[config.mk]
export PLATFORM = sky130hd
export DESIGN_NAME = rf_arbiter
export DESIGN_NICKNAME = d
export VERILOG_FILES = /design/src/rtl/rf_arbiter.sv
export SDC_FILE = /design/constraint.sdc
export NUM_CORES = 1
export LEC_CHECK = 0
export ABC_AREA = 0
export BUFFER_PORTS_ARGS = -buffer_cell sky130_fd_sc_hd__buf_2
export CORE_MARGIN = 2
export CORE_UTILIZATION = 40
export DETAILED_ROUTE_END_ITERATION = 12
export PLACE_DENSITY = 0.84
export SYNTH_ARGS = -nofsm -noshare
export SYNTH_HDL_FRONTEND = slang
export SYNTH_SLANG_ARGS = --single-unit
[constraint.sdc]
create_clock -name clk -period 2 [get_ports clk]
set_input_delay 0 -clock clk [delete_from_list [all_inputs] [get_ports clk]]
set_output_delay 0 -clock clk [all_outputs]
set_load 0.005 [all_outputs]
[src/rtl/rf_arbiter.sv]
// rtl/rf_arbiter.sv - two-requester register-file arbiter, round-robin with optional grant lock
// Lock hold is compiled in only when RF_ARB_LOCK_EN is defined.
module rf_arbiter #(
  parameter int DW       = 8,
  parameter int AW       = 3,
  parameter int MAX_LOCK = 4
) (
  input  logic          clk,
  input  logic          reset_n,
  input  logic          a_req,
  input  logic          b_req,
  input  logic          a_lock,
  input  logic          b_lock,
  input  logic          a_we,
  input  logic          b_we,
  input  logic [AW-1:0] a_addr,
  input  logic [AW-1:0] b_addr,
  input  logic [DW-1:0] a_wdata,
  input  logic [DW-1:0] b_wdata,
  output logic          a_gnt,
  output logic          b_gnt,
  output logic [DW-1:0] a_rdata,
  output logic [DW-1:0] b_rdata,
  output logic          a_rvalid,
  output logic          b_rvalid,
  output logic          rf_we,
  output logic [AW-1:0] rf_wa,
  output logic [DW-1:0] rf_wd,
  output logic [AW-1:0] rf_ra,
  input  logic [DW-1:0] rf_rd
);

  typedef enum logic [1:0] {IDLE = 2'd0, OWN_A = 2'd1, OWN_B = 2'd2} state_t;

  localparam int LW = (MAX_LOCK > 1) ? $clog2(MAX_LOCK) : 1;
  localparam logic [LW-1:0] LOCK_LAST = LW'(MAX_LOCK - 1);

  state_t        state_q, state_d, rr_next;
  logic          a_gnt_q, a_gnt_d, b_gnt_q, b_gnt_d;
  logic [DW-1:0] a_rdata_q, a_rdata_d, b_rdata_q, b_rdata_d;
  logic          a_rvalid_q, a_rvalid_d, b_rvalid_q, b_rvalid_d;
  logic          last_q, last_d;  // 1 = B served last
  logic          exec_a, exec_b;

`ifdef RF_ARB_LOCK_EN
  logic [LW-1:0] lock_cnt_q, lock_cnt_d;
  logic          keep;
`else
  logic          unused_lock;
  assign unused_lock = a_lock ^ b_lock ^ LOCK_LAST[0];
`endif

  assign a_gnt    = a_gnt_q;
  assign b_gnt    = b_gnt_q;
  assign a_rdata  = a_rdata_q;
  assign b_rdata  = b_rdata_q;
  assign a_rvalid = a_rvalid_q;
  assign b_rvalid = b_rvalid_q;

  // Register-file port follows the owner combinationally, even while reset is asserted.
  always_comb begin
    exec_a = (state_q == OWN_A) && a_req;
    exec_b = (state_q == OWN_B) && b_req;
    rf_we  = 1'b0;
    rf_wa  = '0;
    rf_ra  = '0;
    rf_wd  = '0;
    if (exec_a) begin
      rf_we = a_we;
      rf_wa = a_addr;
      rf_ra = a_addr;
      rf_wd = a_wdata;
    end else if (exec_b) begin
      rf_we = b_we;
      rf_wa = b_addr;
      rf_ra = b_addr;
      rf_wd = b_wdata;
    end
  end

  always_comb begin
    last_d = last_q;
    if (exec_a) begin
      last_d = 1'b0;
    end else if (exec_b) begin
      last_d = 1'b1;
    end

    if (a_req && b_req) begin
      rr_next = last_d ? OWN_A : OWN_B;
    end else if (a_req) begin
      rr_next = OWN_A;
    end else if (b_req) begin
      rr_next = OWN_B;
    end else begin
      rr_next = IDLE;
    end
    state_d = rr_next;

`ifdef RF_ARB_LOCK_EN
    lock_cnt_d = lock_cnt_q;
    keep       = 1'b0;
    if (state_q == OWN_A) begin
      keep = a_req && a_lock && (lock_cnt_q < LOCK_LAST);
    end else if (state_q == OWN_B) begin
      keep = b_req && b_lock && (lock_cnt_q < LOCK_LAST);
    end
    if (keep) begin
      state_d    = state_q;
      lock_cnt_d = lock_cnt_q + LW'(1);
    end else if (rr_next != state_q) begin
      lock_cnt_d = '0;
    end
`endif

    a_gnt_d    = (state_d == OWN_A);
    b_gnt_d    = (state_d == OWN_B);
    a_rdata_d  = a_rdata_q;
    b_rdata_d  = b_rdata_q;
    a_rvalid_d = 1'b0;
    b_rvalid_d = 1'b0;
    if (exec_a && !a_we) begin
      a_rdata_d  = rf_rd;
      a_rvalid_d = 1'b1;
    end
    if (exec_b && !b_we) begin
      b_rdata_d  = rf_rd;
      b_rvalid_d = 1'b1;
    end
  end

  always_ff @(posedge clk) begin
    if (!reset_n) begin
      state_q    <= IDLE;
      a_gnt_q    <= 1'b0;
      b_gnt_q    <= 1'b0;
      a_rdata_q  <= '0;
      b_rdata_q  <= '0;
      a_rvalid_q <= 1'b0;
      b_rvalid_q <= 1'b0;
      last_q     <= 1'b1;
`ifdef RF_ARB_LOCK_EN
      lock_cnt_q <= '0;
`endif
    end else begin
      state_q    <= state_d;
      a_gnt_q    <= a_gnt_d;
      b_gnt_q    <= b_gnt_d;
      a_rdata_q  <= a_rdata_d;
      b_rdata_q  <= b_rdata_d;
      a_rvalid_q <= a_rvalid_d;
      b_rvalid_q <= b_rvalid_d;
      last_q     <= last_d;
`ifdef RF_ARB_LOCK_EN
      lock_cnt_q <= lock_cnt_d;
`endif
    end
  end

endmodule

# After elaboration in Yosys (flattened, before gate mapping)
# Index checks and enable logic that the tools add are counted.
dict set report word_totals {
  ff_bits 23
  out_inout_bits 35
  wordCells 33
  input_bits 38
}
dict set report classes {
  eq_ne 4
  n_reduce_logical 7
  n_mux 14
}
# operator count
set op_table {}
lappend op_table {{$mux W8} 2}
lappend op_table {{$mux W2} 4}
lappend op_table {{$mux W1} 6}
lappend op_table {{$mux W3} 2}
lappend op_table {{$logic_and A1 B1 Y1} 5}
lappend op_table {{$eq A2 B1 Y1 const B} 2}
lappend op_table {{$eq A2 B2 Y1 const B} 2}
lappend op_table {{$logic_not A1 Y1} 2}

# Depth between registers and ports, before layout
dict set report depth {
  word_depth 7
  ltp_mapped 4
  ltp_nobuf 2
}

# Worst setup path before layout
# No wires, ideal clock.
dict set report synth_timing {
  path_kind {register to output}
  start {reg state_q[1]}
  end {out rf_wa[0]}
  stages_incl_launch_ff 5
  setup_slack_ps 897
  arrival_time_ps 1103
  required_time_ps 2000
  path_cell_list {dfxtp_1 -> and3b_4 -> buf_6 -> a22o_1 -> buf_4}
}
dict set report synth_between {
  elab_chain_cells 4
  word_cells_on_any_way 6
  cone_classes {eq/ne: 2; mux: 2; reduce/logical: 2}
}
# element line
set synth_rtl {}
lappend synth_rtl {{start, declared} 38} ;# state_t state_q, state_d, rr_next;
lappend synth_rtl {{start signal, assigned} 146} ;# state_q <= state_d;
lappend synth_rtl {{$eq A2 B2 Y1} 63} ;# exec_b = (state_q == OWN_B) && b_req;
lappend synth_rtl {{$logic_and A1 B1 Y1} 63}
lappend synth_rtl {{$mux W3} -}
lappend synth_rtl {{$mux W3 *} -}
lappend synth_rtl {{end, declared} 27} ;# output logic [AW-1:0] rf_wa,
# Every way passes the cells marked *; elsewhere a longest branch is shown, timed or not.

# Worst setup path in the final report
dict set report layout_timing {
  start {reg state_q[1]}
  end {out rf_ra[0]}
}
dict set report layout_between {
  elab_chain_cells 4
  word_cells_on_any_way 6
  cone_classes {eq/ne: 2; mux: 2; reduce/logical: 2}
}
# element line
set layout_rtl {}
lappend layout_rtl {{$eq A2 B2 Y1} 63}
lappend layout_rtl {{$logic_and A1 B1 Y1} 63}
lappend layout_rtl {{$mux W3} 73} ;# end else if (exec_b) begin
lappend layout_rtl {{$mux W3 *} 68} ;# if (exec_a) begin
lappend layout_rtl {{end, declared} 29} ;# output logic [AW-1:0] rf_ra,
# Marked as above.

==> results.json <==
{
  "dp_worst_setup_slack_ps": 577.3,
  "antenna_found_initial": 0,
  "cts_max_level": 1,
  "ir_worst_vdd_uv": 402.5,
  "path_class": "reg -> out",
  "fillCellCount": 223,
  "crit_path_max_incr_delay_ps": 480,
  "period_minus_slack_ps": 1582,
  "critical_path.top_delay_family": "simple AND/OR/NAND/NOR gates",
  "r2r_cells": 3,
  "drc_errors": 0,
  "ys_warn_count": 0,
  "finalCritPeriodShare_pct": 79.11,
  "cts_tree": "yes",
  "rsz0062_at_grt": "false",
  "powerDensity_mw_per_mm2": 549.6,
  "coreArea_mm2": 0.002477,
  "syn_inst": 105,
  "ys_seq_area_share_pct": 43.91,
  "cp.required_ps": 2000,
  "max_slew_margin_pct": 58.87,
  "maxCapViolCount": 0,
  "arrival_ps": 1580,
  "drive_gt1_share_pct": 42.78,
  "min_from": "reset_n",
  "synth_seq_cells": 23,
  "fmax_ghz": 0.6320,
  "ys_types": 19,
  "io_pins": 73,
  "path_buf_inv": 1,
  "start_util_pct": 42.32,
  "netlist_area_mm2": 0.001049,
  "wirelength_mm": 2.588,
  "grt_pass1_wl_mm": 4.291,
  "dr.pass1.iters": 4,
  "drt-initial-drc-count": 44,
  "wl_per_cell_um": 12.32,
  "worst_pin_slew_ps": 613.4,
  "worstReg2RegEnd": "a_gnt",
  "area_growth_pct": 42.60,
  "fin_setup_tns_ps": 0,
  "io_buffers": 70,
  "drtAntennaViolNets": 0,
  "first_global_vias": 990,
  "final_max_slew_viol_count": 0,
  "holdPathEnd": "b_rdata[0]",
  "grt_overflow": 0,
  "cp_slowest_cell": "and3b_1",
  "ctsRootBufferMaster": "clkbuf_4",
  "path_cells": "and3b_1, a22o_1, buf_2",
  "timing.rr.start": "state_q[0]",
  "final_util_pct": 60.35,
  "worstSetupEndpointType": "primary output",
  "avgSynthCellArea_um2": 9.986,
  "ff2ff_setup_slack_ps": 500,
  "cts_resized": 0,
  "status": "finished, final reports clean",
  "clk_latency_ps": 310,
  "hold_ws_ps": 146.4,
  "gp_congestion": 0.7638,
  "dieArea_mm2": 0.003047,
  "rows": 18,
  "clock_sinks": 23,
  "hold_viol": 0,
  "cp-start-kind": "flop",
  "clockBufferDepth": 2,
  "fin_nets": 219,
  "groute.usage.overall_pct": 17.36,
  "vias": 1057,
  "skew_ps": 11.49,
  "antenna_cells": 0,
  "grt_max_degree": 29,
  "hold_depth": 3,
  "setup_viol": 0,
  "avgViaCountPerCell": 5.033,
  "hp-class": "in -> reg",
  "dpl.hpwl_mm": 1.901,
  "clkSlewWorstSetupHoldPaths_ps": 130,
  "cts_inserted_buffers": 3,
  "die_height_um": 55.20,
  "p_leak_nw": 0.8068,
  "fp.dieW_um": 55.20,
  "synth_nets": 143,
  "fin_ws_ps": 417.8,
  "crit_path_max_fanout": 13
}
==> where the power goes <==
| group | switching, mW | internal (mW) |
|---|---|---|
| Combinational | 0.0573 | 0.0781 |
| Sequential | 0.00892 | 0.470 |
| Clock | 0.133 | 0.0746 |
==> synth_stat cells <==
master,count,area [µm²]
inv_1,2,7.510
nand4bb_1,1,11.26
a211o_1,1,8.760
buf_4,4,30.03
and3b_1,3,26.28
and4bb_1,1,12.51
a22o_1,10,87.58
a311oi_1,4,35.03
buf_2,3,15.01
nand3b_1,1,7.510
a22o_2,2,20.02
nand2_1,26,97.59
and2_1,1,6.260
buf_6,3,33.78
mux2i_1,16,160.2
and3b_4,1,12.51
nor2_1,1,3.750
dfxtp_1,23,460.4
nand2b_1,2,12.51
==> metal layers <==
metal / vias to the layer above / wire length [µm] / track usage [%]
met2: 61 / 1324 / 31.12
met1: 472 / 963 / 18.94
met5: - / 0 / 0
met4: 0 / 29 / 6.272
met3: 4 / 270 / 5.621
li1: 520 / - / -
==> registers in the layout, indices dropped and copies added, names as in the netlist <==
name	flops
b_rvalid	1
a_rdata	8
last_q	1
b_rdata	8
a_rvalid	1
b_gnt	1
a_gnt	1
state_q	2
==> layout by cell type, fill, tap and decap left out <==
| cell type | count |
|---|---|
| inv_1 | 2 |
| nor2_1 | 1 |
| clkbuf_4 | 3 |
| nand2_1 | 26 |
| dlygate4sd3_1 | 11 |
| a311oi_1 | 4 |
| nand2b_1 | 2 |
| a22o_2 | 2 |
| dfxtp_1 | 23 |
| clkinv_2 | 1 |
| and2_1 | 1 |
| and3b_1 | 3 |
| nand4bb_1 | 1 |
| a22o_1 | 10 |
| mux2i_1 | 16 |
| a211o_1 | 1 |
| buf_2 | 70 |
| and3b_4 | 1 |
| nand3b_1 | 1 |
| and4bb_1 | 1 |
==> layout make-up <==
type	count	area, µm²	area share, %
tap	30	37.54	2.510
inverter	2	7.507	0.5021
sequential	23	460.4	30.80
clock inverter	1	5.005	0.3347
timing repair buffer	81	460.4	30.80
clock buffer	3	22.52	1.506
multi-input combinational	70	501.7	33.56
==> logic make-up (layout without fill, tap and decap cells) <==
group           count (synthesis)  in the layout  synth area share (%)
flops                          23             23                 43.91
buf+inv                        12             87                 8.234
mux                            16             16                 15.27
simple gates                   37             37                 18.14
compound gates                 17             17                 14.44
==> tightest hold or removal path, delay by kind of cell <==
kind,cells,cell delay [ps]
buffers and inverters,1,250
AND/OR/NAND/NOR,1,120
multiplexers,1,50
==> timing repair <==
item                                   4_1_cts  5_1_grt
setup endpoints to repair                    0        0
hold buffers                                11        0
buffers inserted                             0        0
endpoints found under the hold margin       20        0
==> how the worst max path moves through the flow <==
stage	from	cells past startpoint	slack [ps]	end
floorplan	state_q[1]	4	900	rf_wa[0]
global placement	state_q[0]	2	610	a_rdata[7]
detailed placement	state_q[0]	2	580	a_rdata[2]
CTS	state_q[1]	3	420	rf_ra[0]
global route	state_q[1]	3	270	rf_wa[0]
finish	state_q[1]	3	420	rf_ra[0]
==> per-stage QoR <==
step                total power, mW  cell area, µm²  instances
global route                 0.8777            1495        210
finish                       0.8218            1495        210
detailed placement           0.6078            1358        195
floorplan                    0.5518            1049        105
CTS                          0.8335            1495        210
global placement             0.6039            1358        195
Note: power is estimated with default switching activity, not from simulation.
